[src/rtl/servo_step_sequencer.sv]
// ---------------------------------------------------------------------------
// servo_step_sequencer
//
// Frame-synchronous position sequencer for the servo PWM generator. Holds a
// table of NSTEP {pulse width, dwell} steps. A rising edge on the asynchronous
// trig input starts a walk through the table. Each step's width is handed to
// the PWM generator's compare input. New widths are only loaded on a PWM
// frame boundary (frame_tick), so a pulse is never cut mid-period.
//
// Optional feature macro: SEQ_LOOP_EN
//   defined   - after the last step the sequence wraps to step 0 and keeps
//               running until abort or reset.
//   undefined - the sequence ends in DONE and pulses done.
//
// Ports
//   clk, rst_n   clock, asynchronous active-low reset
//   trig         asynchronous start request (rising edge, synchronised here)
//   abort        synchronous level, return to HOME_WIDTH on the next frame
//   frame_tick   one-cycle pulse from the PWM generator at period start
//   wr_en        table write strobe (accepted in IDLE or DONE only)
//   wr_addr      table index
//   wr_width     step pulse width in clocks (clamped to MIN..MAX_WIDTH)
//   wr_dwell     step dwell in frames (0 is stored as 1)
//   wr_rej       one-cycle pulse, the cycle after a dropped write
//   width_out    registered width command to the PWM generator
//   width_vld    one-cycle pulse when width_out is loaded
//   step_idx     current step
//   busy         high in ARM, RUN and HOME
//   done         one-cycle pulse at sequence completion
// ---------------------------------------------------------------------------
module servo_step_sequencer #(
    parameter int NSTEP      = 4,
    parameter int WW         = 20,
    parameter int DW         = 8,
    parameter int HOME_WIDTH = 125000,
    parameter int MIN_WIDTH  = 25000,
    parameter int MAX_WIDTH  = 125000
) (
    input  logic                     clk,
    input  logic                     rst_n,
    input  logic                     trig,
    input  logic                     abort,
    input  logic                     frame_tick,
    input  logic                     wr_en,
    input  logic [$clog2(NSTEP)-1:0] wr_addr,
    input  logic [WW-1:0]            wr_width,
    input  logic [DW-1:0]            wr_dwell,
    output logic                     wr_rej,
    output logic [WW-1:0]            width_out,
    output logic                     width_vld,
    output logic [$clog2(NSTEP)-1:0] step_idx,
    output logic                     busy,
    output logic                     done
);

    localparam int AW = $clog2(NSTEP);
    localparam logic [WW-1:0] HOME_W   = WW'(HOME_WIDTH);
    localparam logic [WW-1:0] MIN_W    = WW'(MIN_WIDTH);
    localparam logic [WW-1:0] MAX_W    = WW'(MAX_WIDTH);
    localparam logic [AW-1:0] LAST_IDX = AW'(NSTEP - 1);

    typedef enum logic [2:0] {IDLE, ARM, RUN, HOME, DONE} state_t;

    state_t          state, state_nxt;
    logic            trig_s0, trig_s1, trig_s2;
    logic            pos;
    logic [WW-1:0]   tbl_width [NSTEP];
    logic [DW-1:0]   tbl_dwell [NSTEP];
    logic [DW-1:0]   dwell_cnt, cnt_nxt;
    logic [WW-1:0]   width_nxt, wr_width_clamped;
    logic [AW-1:0]   idx_nxt, idx_inc;
    logic            vld_nxt, done_nxt;
    logic            wr_ok;

    // Two-flop synchroniser plus an edge flop; pos is the rising edge of trig.
    always_ff @(posedge clk or negedge rst_n) begin
        if (!rst_n) begin
            trig_s0 <= 1'b0;
            trig_s1 <= 1'b0;
            trig_s2 <= 1'b0;
        end else begin
            trig_s0 <= trig;
            trig_s1 <= trig_s0;
            trig_s2 <= trig_s1;
        end
    end

    assign pos = trig_s1 & ~trig_s2;

    // The table may only change while no sequence is reading it.
    assign wr_ok = wr_en && (state == IDLE || state == DONE);

    always_comb begin
        wr_width_clamped = wr_width;
        if (wr_width < MIN_W) begin
            wr_width_clamped = MIN_W;
        end else if (wr_width > MAX_W) begin
            wr_width_clamped = MAX_W;
        end
    end

    // The table is part of the reset domain, so a reset always restores a
    // harmless all-home profile.
    always_ff @(posedge clk or negedge rst_n) begin
        if (!rst_n) begin
            for (int i = 0; i < NSTEP; i++) begin
                tbl_width[i] <= HOME_W;
                tbl_dwell[i] <= DW'(1);
            end
            wr_rej <= 1'b0;
        end else begin
            wr_rej <= wr_en & ~wr_ok;
            if (wr_ok) begin
                tbl_width[wr_addr] <= wr_width_clamped;
                tbl_dwell[wr_addr] <= (wr_dwell == '0) ? DW'(1) : wr_dwell;
            end
        end
    end

    assign idx_inc = step_idx + AW'(1);

    // Next-state and datapath. Priority inside each state: abort, then pos,
    // then frame_tick. A restart keeps the current width on the output so the
    // servo does not jump until the next frame loads step 0.
    always_comb begin
        state_nxt = state;
        width_nxt = width_out;
        vld_nxt   = 1'b0;
        idx_nxt   = step_idx;
        cnt_nxt   = dwell_cnt;
        done_nxt  = 1'b0;
        case (state)
            IDLE: begin
                if (abort) begin
                    state_nxt = HOME;
                end else if (pos) begin
                    state_nxt = ARM;
                end
            end
            ARM, RUN: begin
                if (abort) begin
                    state_nxt = HOME;
                end else if (pos) begin
                    state_nxt = ARM;
                    idx_nxt   = '0;
                end else if (frame_tick) begin
                    if (state == ARM) begin
                        state_nxt = RUN;
                        width_nxt = tbl_width[0];
                        vld_nxt   = 1'b1;
                        idx_nxt   = '0;
                        cnt_nxt   = tbl_dwell[0] - DW'(1);
                    end else if (dwell_cnt != '0) begin
                        cnt_nxt = dwell_cnt - DW'(1);
                    end else if (step_idx < LAST_IDX) begin
                        width_nxt = tbl_width[idx_inc];
                        vld_nxt   = 1'b1;
                        idx_nxt   = idx_inc;
                        cnt_nxt   = tbl_dwell[idx_inc] - DW'(1);
                    end else begin
`ifdef SEQ_LOOP_EN
                        width_nxt = tbl_width[0];
                        vld_nxt   = 1'b1;
                        idx_nxt   = '0;
                        cnt_nxt   = tbl_dwell[0] - DW'(1);
`else
                        state_nxt = DONE;
                        done_nxt  = 1'b1;
`endif
                    end
                end
            end
            HOME: begin
                if (frame_tick) begin
                    state_nxt = IDLE;
                    width_nxt = HOME_W;
                    vld_nxt   = 1'b1;
                    idx_nxt   = '0;
                end
            end
            DONE: begin
                state_nxt = abort ? HOME : IDLE;
            end
            default: begin
                state_nxt = IDLE;
            end
        endcase
    end

    always_ff @(posedge clk or negedge rst_n) begin
        if (!rst_n) begin
            state     <= IDLE;
            width_out <= HOME_W;
            width_vld <= 1'b0;
            step_idx  <= '0;
            dwell_cnt <= '0;
            done      <= 1'b0;
        end else begin
            state     <= state_nxt;
            width_out <= width_nxt;
            width_vld <= vld_nxt;
            step_idx  <= idx_nxt;
            dwell_cnt <= cnt_nxt;
            done      <= done_nxt;
        end
    end

    assign busy = (state == ARM) || (state == RUN) || (state == HOME);

endmodule

[config.mk]
export PLATFORM = sky130hd
export DESIGN_NAME = servo_step_sequencer
export DESIGN_NICKNAME = d
export VERILOG_FILES = /design/src/rtl/servo_step_sequencer.sv
export SDC_FILE = /design/constraint.sdc
export NUM_CORES = 1
export LEC_CHECK = 0
export CAP_MARGIN = 20
export CORE_UTILIZATION = 50
export DETAILED_ROUTE_END_ITERATION = 7
export PLACE_DENSITY = 0.7
export SLEW_MARGIN = 20
export SYNTH_ARGS = -nofsm -noshare
export SYNTH_HDL_FRONTEND = slang
export SYNTH_SLANG_ARGS = --single-unit
[constraint.sdc]
create_clock -name clk -period 2.9 [get_ports clk]
set_input_delay 0.58 -clock clk [delete_from_list [all_inputs] [get_ports clk]]
set_output_delay 0.58 -clock clk [all_outputs]
set_load 0.02 [all_outputs]
### Word level (Yosys, flattened, before mapping)

Cells that the tools add are included.

* add/sub/neg operators: 4
* order comparisons: 6
* equal/unequal tests: 17
* multiplexer cells: 60
* bitwise gates (word level): 8
* reduce and logical (&&, ||, !) cells: 15

Operators with widths (number)
* 20-bit two-way mux: 12
* 80-bit bitwise mux: 1
* 8-bit two-way mux: 7
* 20-bit binary-select mux with 2-bit select: 1
* 20-bit demux with 2-bit select: 1
* 20-bit case mux with 2 select lines: 1
* 32-bit bitwise mux: 1
* 3-bit two-way mux: 9
* 8-bit by 1-bit subtractor with 8-bit output, second input constant: 3
* 20-bit by 17-bit > comparator with 1-bit output, second input constant: 1
* 20-bit by 15-bit less-than comparator with 1-bit output, second input constant: 1
* 8-bit binary-select mux with 2-bit select: 1
* 8-bit demux with 2-bit select: 1
* 2-bit two-way mux: 8
* 1-bit two-way mux: 14
* 3-bit inequality test, second input constant: 4
* 4-bit inequality test, second input constant: 3
* 3-bit case mux with 4 select lines: 1
* 5-bit inequality test, second input constant: 2
* 5-bit AND reduction: 2
* 8-bit zero test: 1
* 2-bit inequality test, second input constant: 4
* 8-bit nonzero test: 1
* 7-bit AND reduction: 1
* 19 further kinds: 29

* register bits after elaboration: 151
* bits of input ports: 36
* output and inout bits: 26
* logic and storage cells: 128

### Longest topological paths before layout

* depth after elaboration: 12
* gate-level depth with buffers: 10
* depth with buffers taken out: 9

### Worst setup path before layout

OpenSTA, ideal clock, no wires.

* path kind: register to register
* start: register step_idx[0]
* end: register dwell_cnt[6]
* setup time: 124 ps
* arrival time: 2436 ps
* data required time: 2776 ps
* path slack: 340 ps
* cell stages (with the launch flop): 9
* buffers on the path: 2
* period minus slack after synthesis: 2560 ps
* cells stage by stage: dfrtp_1 ha_1 clkbuf_1 buf_1 mux4_2 a31o_2 nor4_1 a21oi_1 a211o_1

* longest elaborated chain between the ends: 9
* elaborated cells between the ends (all ways): 12
* those cells by class: 2 x add/sub; 1 x order compare; 6 x mux; 1 x bitwise; 2 x reduce/logical

Ends and longest elaborated chain
* start: declaration: RTL line 51 `output logic [$clog2(NSTEP)-1:0] step_idx,`
* start signal: assignment: RTL line 202 `step_idx <= idx_nxt;`
* 2-bit by 1-bit adder with 2-bit output: RTL line 120 `assign idx_inc = step_idx + AW'(1);`
* 2-bit NOT with 3-bit output (not written as such): RTL line 159 `cnt_nxt = tbl_dwell[idx_inc] - DW'(1);`
* 8-bit binary-select mux with 2-bit select: RTL line 159
* 8-bit two-way mux (not written as such) (2 in a row): RTL line 159
* 8-bit by 1-bit subtractor with 8-bit output: RTL line 159
* 8-bit two-way mux: RTL line 155 `end else if (step_idx < LAST_IDX) begin`
* 8-bit two-way mux: RTL line 153 `end else if (dwell_cnt != '0) begin`
* 8-bit two-way mux: RTL line 147 `if (state == ARM) begin`
* end signal: assignment: RTL line 203 `dwell_cnt <= cnt_nxt;`
* end: declaration: RTL line 69 `logic [DW-1:0] dwell_cnt, cnt_nxt;`

Several ways; a longest one is shown, not always the timed one. The select of a mux whose other input is x is not followed.
A chain may end at the register's enable or synchronous reset.

### Worst setup path in the final report

* start: register step_idx[1]
* end: register width_out[6]

* longest elaborated chain between the ends: 12
* elaborated cells between the ends (all ways): 15
* those cells by class: 1 x add/sub; 1 x order compare; 1 x eq/ne; 10 x mux; 1 x bitwise; 1 x reduce/logical

Ends and longest elaborated chain
* 2-bit by 1-bit adder with 2-bit output: RTL line 120
* 2-bit NOT with 3-bit output (not written as such): RTL line 156 `width_nxt = tbl_width[idx_inc];`
* 20-bit binary-select mux with 2-bit select: RTL line 156
* 20-bit two-way mux (not written as such) (2 in a row): RTL line 156
* 20-bit two-way mux: RTL line 155
* 20-bit two-way mux: RTL line 153
* 20-bit two-way mux: RTL line 147
* 20-bit two-way mux: RTL line 146 `end else if (frame_tick) begin`
* 20-bit two-way mux: RTL line 143 `end else if (pos) begin`
* 20-bit two-way mux: RTL line 141 `if (abort) begin`
* 20-bit case mux with 2 select lines: RTL line 132 `case (state)`
* end signal: assignment: RTL line 200 `width_out <= width_nxt;`
* end: declaration: RTL line 49 `output logic [WW-1:0] width_out,`

Several ways; a longest one is shown, not always the timed one. The select of a mux whose other input is x is not followed.

==> flow_summary.toml <==
[pwr]
vdd.ir_drop.worst_uv = 542
power_per_cell_area_nw_per_um2 = 1110
post-layout-total-power_mw = 9.49
power.leakage_nw = 3.72

[place]
detailedPlace.worstSlack_ns = 0.0659
detailedPlacementHpwl_um = 11800
detailed_place.area_um2 = 7980
gp_routability_congestion = 0.879
port_buffer_cells = 61
place_inst = 971

[clocking]
clock_insertion_delay_at_the_later_pin_of_the_skew_report_ns = 0.43
cts_root_buffer = "sky130_fd_sc_hd__clkbuf_16"
clock_tree.htree_level_count = 4
tritoncts_num_sinks = 151
clk_pin_slew_worst_paths_ns = 0.06
cts_tree = "done"
cts_buffer_depth = 2
cts_inserted_buffers = 17
post_cts_hold_buffer_count = 0

[synthesis]
netlist-cell-type-count = 67
syn-mean-instance-area_um2 = 9.59
netlist_top_cells_area = "sky130_fd_sc_hd__dfrtp_1 (39%), sky130_fd_sc_hd__dfstp_2 (14%), sky130_fd_sc_hd__nand2_1 (9.7%)"
ys_seq_elements = 151
netlist_instances = 744
syn_nets = 782
async_flop_share_pct = 100
synth_edf_count = 0
syn_warnings = 0
ys_seq_area_share_pct = 53.7
synth_largest_area_cell = "sky130_fd_sc_hd__dfrtp_1"
post-synth-top-area-fraction_pct = 39.3
syn_area_um2 = 7130
synth-main-ff-cell = "sky130_fd_sc_hd__dfrtp_1"

[detailed_routing]
num_vias = 5809
route.detailed.wl_per_inst_um = 17.7
drc_errors = 0
number_of_detailed_routing_iterations_run_before_antenna_repair = 5
route.detailed.vias_per_inst = 5.79
routed_wl_um = 17800
starting_drt_drc_count = 438
final_antenna_net_count = 0

[hold_path]
min_path_type = "in2async"

[setup_path]
worst-path-max-fanout = 12
critPathLaunchType = "flop"
timing.rr.start = "step_idx[1]"
critical_path.endpoint_type = "flop"
worst-setup-path-type = "reg2reg"
critPathLaunch = "step_idx[1]"
rrSetupSlack_ns = 0.19
worstPathArrival_ns = 3.04
critical_path_required_ns = 3.24

[timing]
final-hold-violation-count = 0
crit_path_time_final_ns = 2.71
slew_headroom_pct = 50.3
max_clock_freq_mhz = 369
timing.hold.ws_ns = 0.161
setup_viol = 0
final.setup.worst_slack_ns = 0.192
worst_pin_slew_ns = 0.745
drv_slew = 0
post-route-period-util_pct = 93.4
finalClockSkew_ns = 0.00881
rsz0062_at_grt = "false"
setup-tns-final_ns = 0

[finish]
final_util_pct = 61.7
finalNonFillerCells = 1003
design_area_um2 = 8560
num_antenna_cells = 0
final_net_count = 848
drive_above_1_share_pct = 17.0
areaGrowthSynthToFinish_pct = 20.0

[global_route]
grt_first_pass_wirelength_um = 29600
total_routing_usage_reported_by_global_routing_pct = 26.4
first_global_vias = 5749
pin_count_of_the_biggest_net_entering_global_routing = 71
antenna_found_initial = 1
gr-total-overflow = 0

[floorplanning]
starting_density_pct = 51.4
coreArea_um2 = 13900
floorplan.die.height_um = 121
full_die_area_um2 = 14700
io-pin-count = 62
floorplan.rows = 43
die_w_um = 121

[job]
maxCapViolCount = 0

[run_status]
result_of_the_run = "completed"
[repair_timing]
action / CTS / global route
resized for setup: 0 / 1
setup endpoints to repair: 0 / 1
buffers inserted: 0 / 0
[power breakdown]
| part | switching (mW) | internal, mW |
|---|---|---|
| Clock | 0.848 | 1.29 |
| Sequential | 0.474 | 3.00 |
| Combinational | 2.32 | 1.55 |
[worst max-delay path, stage by stage (launching register included)]
cell                       delay [ns]
sky130_fd_sc_hd__dfrtp_1         0.41
sky130_fd_sc_hd__ha_1            0.59
sky130_fd_sc_hd__buf_4           0.22
sky130_fd_sc_hd__buf_4           0.20
sky130_fd_sc_hd__nand2b_1        0.26
sky130_fd_sc_hd__o22ai_1         0.21
sky130_fd_sc_hd__nor3_1          0.06
sky130_fd_sc_hd__a211oi_1        0.53
sky130_fd_sc_hd__o21ai_0         0.15
[routing by layer]
layer / vias to the layer above / wire [um] / global-route usage [%]
met3: 28 / 1080 / 5.97
met1: 2860 / 8310 / 37.6
met5: - / 0 / 0
li1: 2733 / - / -
met2: 188 / 8130 / 39.3
met4: 0 / 269 / 9.57
[placed cells by master, fill, tap and decap left out, types with 16 or more instances in the layout]
cell                                n
sky130_fd_sc_hd__nand2_1          184
sky130_fd_sc_hd__nor2_1            30
sky130_fd_sc_hd__dfrtp_1          112
sky130_fd_sc_hd__clkbuf_16         17
sky130_fd_sc_hd__clkdlybuf4s50_1   60
sky130_fd_sc_hd__o21ai_0          101
sky130_fd_sc_hd__a21oi_1           25
sky130_fd_sc_hd__nor3_1            16
sky130_fd_sc_hd__dfstp_2           39
sky130_fd_sc_hd__mux2i_1           16
sky130_fd_sc_hd__buf_4             26
[path summary, 6_finish.rpt]
path	end	cells past startpoint
setup / recovery	width_out[6]	8
hold / removal	dwell_cnt[4]	1
setup reg to reg	width_out[6]	8
hold reg to reg	trig_s1	0
max in group asynchronous	tbl_dwell[14]	2
min in group clk	trig_s1	0
[area by class of cell]
cell class	count	area, um^2
clock buffer	25	505
clock inverter	7	68.8
fill	1140	5320
inverter	12	45.0
multi-input combinational	540	3060
sequential	151	3830
tap	180	225
timing repair buffer	88	827
[registers in the layout, indices dropped and copies added (netlist names)]
signal	flops
done	1
dwell_cnt	8
state	3
step_idx	2
tbl_dwell	32
tbl_width	80
trig_s0	1
trig_s1	1
trig_s2	1
width_out	20
width_vld	1
wr_rej	1
[Yosys cell counts, types with 4 or more instances]
cell type and n:
sky130_fd_sc_hd__or3_1 4, sky130_fd_sc_hd__nor3_1 16, sky130_fd_sc_hd__dfstp_2 39, sky130_fd_sc_hd__dfrtp_1 112, sky130_fd_sc_hd__mux2i_1 16, sky130_fd_sc_hd__a21oi_1 25, sky130_fd_sc_hd__buf_2 8, sky130_fd_sc_hd__o221ai_1 13
sky130_fd_sc_hd__nand2_1 184, sky130_fd_sc_hd__mux2_2 14, sky130_fd_sc_hd__nand3_1 4, sky130_fd_sc_hd__inv_1 12, sky130_fd_sc_hd__nand2_2 6, sky130_fd_sc_hd__nand4_1 4, sky130_fd_sc_hd__o211ai_1 7, sky130_fd_sc_hd__nand2b_1 6
sky130_fd_sc_hd__buf_6 4, sky130_fd_sc_hd__nor2_1 32, sky130_fd_sc_hd__a211oi_1 10, sky130_fd_sc_hd__nor2b_1 12, sky130_fd_sc_hd__clkbuf_1 24, sky130_fd_sc_hd__o21ai_0 101, sky130_fd_sc_hd__and2_1 14, sky130_fd_sc_hd__o22ai_1 9
[cells by family (layout without fill, tap and decap cells)]
logic type / count (synthesis) / after routing / synth area share (%)
mux: 33 / 33 / 5.40
compound gates: 196 / 196 / 16.8
fa+ha+maj: 2 / 2 / 0.351
xor+xnor: 3 / 3 / 0.368
simple gates: 306 / 306 / 19.9
flops: 151 / 151 / 53.7
buf+inv: 53 / 132 / 3.54
(Power assumes the default switching activity.)
